==> config.mk <==
export PLATFORM = sky130hd
export DESIGN_NAME = arb_requester_flat
export DESIGN_NICKNAME = d
export VERILOG_FILES = /design/src/rtl/arb_requester_if.sv /design/src/rtl/arb_requester.sv /design/src/flat_wrapper.sv
export SDC_FILE = /design/constraint.sdc
export NUM_CORES = 1
export LEC_CHECK = 0
export ABC_AREA = 1
export CAP_MARGIN = 40
export CORE_MARGIN = 4
export CORE_UTILIZATION = 55
export CTS_BUF_LIST = sky130_fd_sc_hd__clkbuf_16
export DETAILED_ROUTE_END_ITERATION = 12
export PLACE_DENSITY = 0.93
export SYNTH_ARGS = -nofsm -noshare
export SYNTH_HDL_FRONTEND = slang
export SYNTH_SLANG_ARGS = --single-unit
export TNS_END_PERCENT = 10
==> constraint.sdc <==
create_clock -name clk -period 9.3 [get_ports clk]
set_input_delay 2.79 -clock clk [delete_from_list [all_inputs] [get_ports clk]]
set_output_delay 2.79 -clock clk [all_outputs]
set_load 0.02 [all_outputs]
==> src/rtl/arb_requester_if.sv <==
// Handshake bundle between the arbiter front end (master) and its environment (slave).
// Carries the push/full client side and the req/gnt arbiter side plus grant reporting.
interface arb_requester_if #(
   parameter int unsigned N = 4
);
   localparam int unsigned IW = (N > 1) ? $clog2(N) : 1;

   logic [N-1:0]  push;
   logic [N-1:0]  full;
   logic [N-1:0]  req;
   logic [N-1:0]  gnt;
   logic          grant_valid;
   logic [IW-1:0] grant_idx;
   logic          overflow;
   logic          spurious;
   logic [N-1:0]  starve;

   modport master (
      input  push,
      input  gnt,
      output full,
      output req,
      output grant_valid,
      output grant_idx,
      output overflow,
      output spurious,
      output starve
   );

   modport slave (
      output push,
      output gnt,
      input  full,
      input  req,
      input  grant_valid,
      input  grant_idx,
      input  overflow,
      input  spurious,
      input  starve
   );
endinterface

==> src/rtl/arb_requester.sv <==
// Client-side token front end for an N-way round-robin arbiter with grant re-emission.
// Per-client starvation monitors are built only when REQ_STARVE_EN is defined.
module arb_requester #(
   parameter int unsigned N     = 4,
   parameter int unsigned DEPTH = 7,
   parameter int unsigned TMO   = 15
) (
   input logic             clk,
   input logic             rst_n,
   arb_requester_if.master bus_io
);
   localparam int unsigned CW = $clog2(DEPTH + 1);
   localparam int unsigned IW = (N > 1) ? $clog2(N) : 1;

   if (N < 1 || DEPTH < 1 || TMO < 1) begin : g_param_chk
      $error("arb_requester: N, DEPTH and TMO must all be at least 1");
   end

   logic [CW-1:0] cnt_q [N];
   logic [CW-1:0] cnt_d [N];
   logic [N-1:0]  dec;
   logic [N-1:0]  inc;
   logic [N-1:0]  full;
   logic [N-1:0]  req;
   logic          gnt_legal;
   logic          gv_q, gv_d;
   logic [IW-1:0] idx_q, idx_d;
   logic          ov_q, ov_d;
   logic          sp_q, sp_d;

   assign gnt_legal = $onehot0(bus_io.gnt);

   always_comb begin
      dec   = '0;
      inc   = '0;
      full  = '0;
      req   = '0;
      ov_d  = ov_q;
      sp_d  = sp_q | ~gnt_legal;
      gv_d  = 1'b0;
      idx_d = idx_q;
      for (int i = 0; i < N; i++) begin
         cnt_d[i] = cnt_q[i];
         full[i]  = (cnt_q[i] == CW'(DEPTH));
         dec[i]   = gnt_legal & bus_io.gnt[i] & (cnt_q[i] != '0);
         // A grant frees a slot in the same cycle, so a push to a full client still lands.
         inc[i]   = bus_io.push[i] & (~full[i] | dec[i]);
         // The last token drops req while its grant is present so no stale request is seen.
         req[i]   = dec[i] ? (cnt_q[i] > CW'(1)) : (cnt_q[i] != '0);
         if (gnt_legal && bus_io.gnt[i] && (cnt_q[i] == '0)) begin
            sp_d = 1'b1;
         end
         if (bus_io.push[i] && !inc[i]) begin
            ov_d = 1'b1;
         end
         if (inc[i] && !dec[i]) begin
            cnt_d[i] = cnt_q[i] + CW'(1);
         end else if (dec[i] && !inc[i]) begin
            cnt_d[i] = cnt_q[i] - CW'(1);
         end
         if (dec[i]) begin
            gv_d  = 1'b1;
            idx_d = IW'(i);
         end
      end
   end

   always_ff @(posedge clk or negedge rst_n) begin
      if (!rst_n) begin
         for (int i = 0; i < N; i++) begin
            cnt_q[i] <= '0;
         end
         gv_q  <= 1'b0;
         idx_q <= '0;
         ov_q  <= 1'b0;
         sp_q  <= 1'b0;
      end else begin
         for (int i = 0; i < N; i++) begin
            cnt_q[i] <= cnt_d[i];
         end
         gv_q  <= gv_d;
         idx_q <= idx_d;
         ov_q  <= ov_d;
         sp_q  <= sp_d;
      end
   end

   assign bus_io.full        = full;
   assign bus_io.req         = req;
   assign bus_io.grant_valid = gv_q;
   assign bus_io.grant_idx   = idx_q;
   assign bus_io.overflow    = ov_q;
   assign bus_io.spurious    = sp_q;

`ifdef REQ_STARVE_EN
   localparam int unsigned WW = $clog2(TMO + 1);

   logic [WW-1:0] wcnt_q [N];
   logic [WW-1:0] wcnt_d [N];
   logic [N-1:0]  starve_q, starve_d;

   always_comb begin
      starve_d = starve_q;
      for (int i = 0; i < N; i++) begin
         wcnt_d[i] = '0;
         if (req[i] && !bus_io.gnt[i]) begin
            wcnt_d[i] = (wcnt_q[i] == WW'(TMO)) ? wcnt_q[i] : wcnt_q[i] + WW'(1);
         end
         if (wcnt_d[i] == WW'(TMO)) begin
            starve_d[i] = 1'b1;
         end
      end
   end

   always_ff @(posedge clk or negedge rst_n) begin
      if (!rst_n) begin
         for (int i = 0; i < N; i++) begin
            wcnt_q[i] <= '0;
         end
         starve_q <= '0;
      end else begin
         for (int i = 0; i < N; i++) begin
            wcnt_q[i] <= wcnt_d[i];
         end
         starve_q <= starve_d;
      end
   end

   assign bus_io.starve = starve_q;
`else
   assign bus_io.starve = '0;
`endif
endmodule

==> src/flat_wrapper.sv <==
// flat-port wrapper written by rule: the top's interface ports become plain ports
module arb_requester_flat 
#(
   parameter int unsigned N     = 4,
   parameter int unsigned DEPTH = 7,
   parameter int unsigned TMO   = 15
)
  (clk, rst_n, bus_io_push, bus_io_gnt, bus_io_full, bus_io_req, bus_io_grant_valid, bus_io_grant_idx, bus_io_overflow, bus_io_spurious, bus_io_starve);
  arb_requester_if #(.N(N)) bus_io_i ();
  input logic clk;
  input logic rst_n;
  input wire logic [$bits(bus_io_i.push)-1:0] bus_io_push;
  input wire logic [$bits(bus_io_i.gnt)-1:0] bus_io_gnt;
  output wire logic [$bits(bus_io_i.full)-1:0] bus_io_full;
  output wire logic [$bits(bus_io_i.req)-1:0] bus_io_req;
  output wire logic [$bits(bus_io_i.grant_valid)-1:0] bus_io_grant_valid;
  output wire logic [$bits(bus_io_i.grant_idx)-1:0] bus_io_grant_idx;
  output wire logic [$bits(bus_io_i.overflow)-1:0] bus_io_overflow;
  output wire logic [$bits(bus_io_i.spurious)-1:0] bus_io_spurious;
  output wire logic [$bits(bus_io_i.starve)-1:0] bus_io_starve;
  assign bus_io_i.push = bus_io_push;
  assign bus_io_i.gnt = bus_io_gnt;
  assign bus_io_full = bus_io_i.full;
  assign bus_io_req = bus_io_i.req;
  assign bus_io_grant_valid = bus_io_i.grant_valid;
  assign bus_io_grant_idx = bus_io_i.grant_idx;
  assign bus_io_overflow = bus_io_i.overflow;
  assign bus_io_spurious = bus_io_i.spurious;
  assign bus_io_starve = bus_io_i.starve;
  arb_requester #(.N(N), .DEPTH(DEPTH), .TMO(TMO)) u_core (.clk(clk), .rst_n(rst_n), .bus_io(bus_io_i));
endmodule
### Yosys cells after proc, flatten, opt, wreduce, memory -nomap -nowiden

Index checks and enable logic that the tools add are counted.

| storage, ports and cells | value |
|---|---|
| logic and storage cells | 120 |
| output and inout bits | 17 |
| bits of input ports | 10 |
| register bits | 17 |

| operators by class | value |
|---|---|
| equality and inequality tests | 4 |
| add/sub/neg operators | 11 |
| bitwise logic cells | 22 |
| order comparisons | 5 |
| reduce and logical (&&, ||, !) cells | 42 |
| mux-type cells | 28 |

Operator list:

| kind | number |
|---|---|
| 3-bit 2-to-1 mux | 8 |
| 1-bit logical AND | 20 |
| 1-bit 2-to-1 mux | 16 |
| 3-bit by 1-bit adder with 3-bit output (second input constant) | 4 |
| 1-bit AND | 12 |
| 3-bit equality test (second input constant) | 4 |
| 3-bit by 1-bit > comparator with 1-bit output (second input constant) | 4 |
| 3-bit logical NOT | 4 |
| 3-bit nonzero test | 4 |
| 3-bit by 1-bit subtractor with 3-bit output (second input constant) | 4 |
| 1-bit logical NOT | 8 |
| 2-bit 2-to-1 mux | 4 |
| 2-bit nonzero test | 4 |
| 4-bit nonzero test | 2 |
| 1-bit inverter | 5 |
| 1-bit OR | 5 |
| 1-bit by 1-bit adder with 2-bit output | 2 |
| 3-bit adder | 1 |
| 3-bit by 1-bit less-or-equal comparator with 1-bit output (second input constant) | 1 |

### Depth between registers and ports, before layout

| depth | value |
|---|---|
| depth in word-level cells | 13 |
| gate-level depth with buffers | 11 |
| mapped depth without buffers | 11 |

### Worst setup path before layout

OpenSTA, ideal clock, no wires.

| path | value |
|---|---|
| kind | input port to output port |
| start point | input bus_io_gnt[2] |
| end point | output bus_io_req[1] |
| slack | 2.037 ns |
| arrival | 4.473 ns |
| path buffers | 0 |
| required time | 6.510 ns |
| stages | 8 |
| path through | ha_1 ha_1 fa_1 nor2_8 nand3_4 a21oi_1 a21oi_1 inv_1 |

| between the ends | value |
|---|---|
| cells in the longest elaborated chain, start to end | 6 |

Ends and longest elaborated chain:

| what | line | source |
|---|---|---|
| start, declared | flat_wrapper.sv:13 | `input wire logic [$bits(bus_io_i.gnt)-1:0] bus_io_gnt;` |
| 1-bit by 1-bit adder with 2-bit output (not written as such) | arb_requester.sv:31 | `assign gnt_legal = $onehot0(bus_io.gnt);` |
| 3-bit adder (not written as such) | arb_requester.sv:31 |  |
| 3-bit by 1-bit less-or-equal comparator with 1-bit output (not written as such) | arb_requester.sv:31 |  |
| 1-bit AND (2 in a row) | arb_requester.sv:45 | `dec[i] = gnt_legal & bus_io.gnt[i] & (cnt_q[i] != '0);` |
| 1-bit 2-to-1 mux | arb_requester.sv:49 | `req[i] = dec[i] ? (cnt_q[i] > CW'(1)) : (cnt_q[i] != '0);` |
| end, declared | flat_wrapper.sv:15 | `output wire logic [$bits(bus_io_i.req)-1:0] bus_io_req;` |

No other way between the ends.

### Final worst setup path

| path | value |
|---|---|
| start point | input bus_io_gnt[3] |
| end point | output bus_io_req[1] |

Same word-level chain as after synthesis.

==> flow_metrics.tcl <==
set metrics [dict create \
    start_kind "primary input" \
    setup_viol 0 \
    yosysTopAreaCell "dfrtp_1" \
    core_region_area_sq_um 2320 \
    cts.sinks 17 \
    max_freq_mhz 117 \
    rsz0062_at_grt "no" \
    finalSetupTns_ns 0 \
    nets 221 \
    cts_buffer_depth 2 \
    ant_nets 0 \
    cts_buffers 3 \
    hold_buffers 0 \
    p_leak_nw 0.875 \
    syn_area_per_cell_sq_um 8.70 \
    fin_crit_ns 8.52 \
    synthDistinctLibCells 25 \
    layout-drive-gt1-share_pct 5.95 \
    root_buffer "clkbuf_16" \
    fp.dieH_um 58.3 \
    drv_cap 0 \
    vias_per_cell 5.26 \
    outcome "finished clean" \
    io_buffers 22 \
    hold_ws_ns 0.485 \
    place_inst 209 \
    antenna_cells 0 \
    wirelength_um 2930 \
    synth-seq-cells 17 \
    syn_area_sq_um 1390 \
    synthCells 160 \
    place_congestion 0.792 \
    cts_resized 0 \
    drc 0 \
    vias 1121 \
    drt_first_pass_iters 4 \
    tightest_slew_ns 0.848 \
    crit_type "in -> out" \
    power_density_nw_per_um2 315 \
    synth.area.top_cells "dfrtp_1, ha_1, inv_1" \
    grt_max_degree 18 \
    insertion_delay_ns 0.25 \
    hold_viol 0 \
    instances_no_fill 213 \
    htree_levels 1 \
    stdcell_area_sq_um 1710 \
    grt.total_usage_pct 19.0 \
    drtIter0Drc 27 \
    max-vdd-ir-drop_v 0.000227 \
    fill_cells 165 \
    worstSetupEndpointType "primary output" \
    clock_skew_ns 0.00176 \
    grt_pass1_vias 1136 \
    cts_setup_buffers 0 \
    wl_per_cell_um 13.8 \
    yosysTopAreaCellShare_pct 30.5 \
    yosys_warnings 0 \
    worst_slew_margin_rel_pct 43.3 \
    fp.dieW_um 58.3 \
    pre_cts_slack_ns 0.802 \
    setup_slack_ns 0.781 \
    initial_core_util_pct 60.1 \
    syn_to_final_growth_pct 22.6 \
    layout.cells.most_common_list "inv_1, nand2_1, ha_1" \
    utilization_pct 73.7 \
    cts_tree "yes" \
    io_pins 27 \
    hp-class "reg -> reg" \
    required_ns 6.51 \
    cts.clk_slew.worst_paths_ns 0.05 \
    finalPower_uw 538 \
    antenna_found_initial 0 \
    hpwl_um 2350 \
    drv_slew 0 \
    grt_first_pass_wirelength_um 5030 \
    overflow 0 \
    die_area_sq_um 3400 \
    cp.arrival_ns 5.73 \
    critPathMaxFanout 8 \
    final_common_cell "inv_1" \
    timing.final.crit_share_pct 91.6 \
    placed_area_sq_um 1630 \
    rows 17 \
    ys_seq_area_share_pct 30.5 \
]
-- routing by layer --
layer | share of wire, % | up-vias | routed length [um] | GRT usage [%]
met5 | 0 | - | 0 | 0
met4 | 1.6 | 0 | 48 | 6.62
met3 | 4.0 | 6 | 116 | 3.07
met2 | 51 | 24 | 1500 | 32.9
met1 | 43 | 535 | 1270 | 23.8
li1 | - | 556 | - | -
-- synth_stat cells --
cell	n
conb_1	1
nand2_1	25
nand2_2	2
dfrtp_1	17
ha_1	24
xor2_1	4
o21ai_0	12
a41oi_1	1
nand4_1	2
inv_1	29
fa_1	1
nand3_4	4
xnor2_1	4
nor2_2	1
a21boi_1	1
a21oi_1	7
nand3_1	3
nor2_8	1
buf_4	4
a31o_1	1
o21bai_1	1
nor2_1	9
nor3_1	1
o31ai_1	2
a21boi_0	3
-- worst max-delay path, cell delays in order --
cell and delay, ns:
clkdlybuf4s50_1 0.60, ha_1 0.29, ha_1 0.22, fa_1 0.55
nor2_8 0.26, nand3_4 0.16, a21oi_1 0.16, a21oi_1 0.06
inv_1 0.06, clkdlybuf4s50_1 0.59
-- area by class of cell --
cell class	instances	area (sq um)	share of cell area, %
multi-input cells	113	840	49.2
flip-flops and latches	17	425	24.9
repair buffers	22	220	12.9
inverters	29	109	6.37
clock buffers	3	75.1	4.40
well taps	28	35.0	2.05
clock inverters	1	3.75	0.220
-- registers in the layout, indices dropped and copies added, names as in the netlist --
name                       count
u_core.cnt_q                  12
u_core.bus_io.grant_idx        2
u_core.bus_io.grant_valid      1
u_core.bus_io.overflow         1
u_core.bus_io.spurious         1
-- worst paths after layout --
check | cells after the start | startpoint | to | slack [ns]
worst max-delay path | 10 | bus_io_gnt[3] | bus_io_req[1] | 0.78
worst min-delay path | 2 | u_core.bus_io.grant_idx[0]$_DFFE_PN0P_ | u_core.bus_io.grant_idx[0]$_DFFE_PN0P_ | 0.48
worst max register to register | 10 | u_core.cnt_q[6]$_DFFE_PN0P_ | u_core.cnt_q[8]$_DFFE_PN0P_ | 7.34
worst min register to register | 2 | u_core.bus_io.grant_idx[0]$_DFFE_PN0P_ | u_core.bus_io.grant_idx[0]$_DFFE_PN0P_ | 0.48
max in group asynchronous | 1 | rst_n | u_core.cnt_q[9]$_DFFE_PN0P_ | 5.75
min in group asynchronous | 1 | rst_n | u_core.bus_io.grant_idx[0]$_DFFE_PN0P_ | 3.03
-- kinds of logic after synthesis --
logic type                 count (synthesis)  synth area share [%]
and+or+nand+nor                           48                  19.3
buffers and inverters                     33                  9.97
AOI/OAI and AO/OA                         28                  11.9
adders and majority gates                 25                  23.0
DFF                                       17                  30.5
xor gates and xnor gates                   8                  5.03
other                                      1                 0.269
-- where the power goes --
part / internal, mW / switching, mW / total (mW)
Sequential: 0.109 / 0.0317 / 0.141
Combinational: 0.136 / 0.176 / 0.312
Clock: 0.0571 / 0.0282 / 0.0853
Total: 0.302 / 0.236 / 0.538
(Power assumes the default switching activity.)
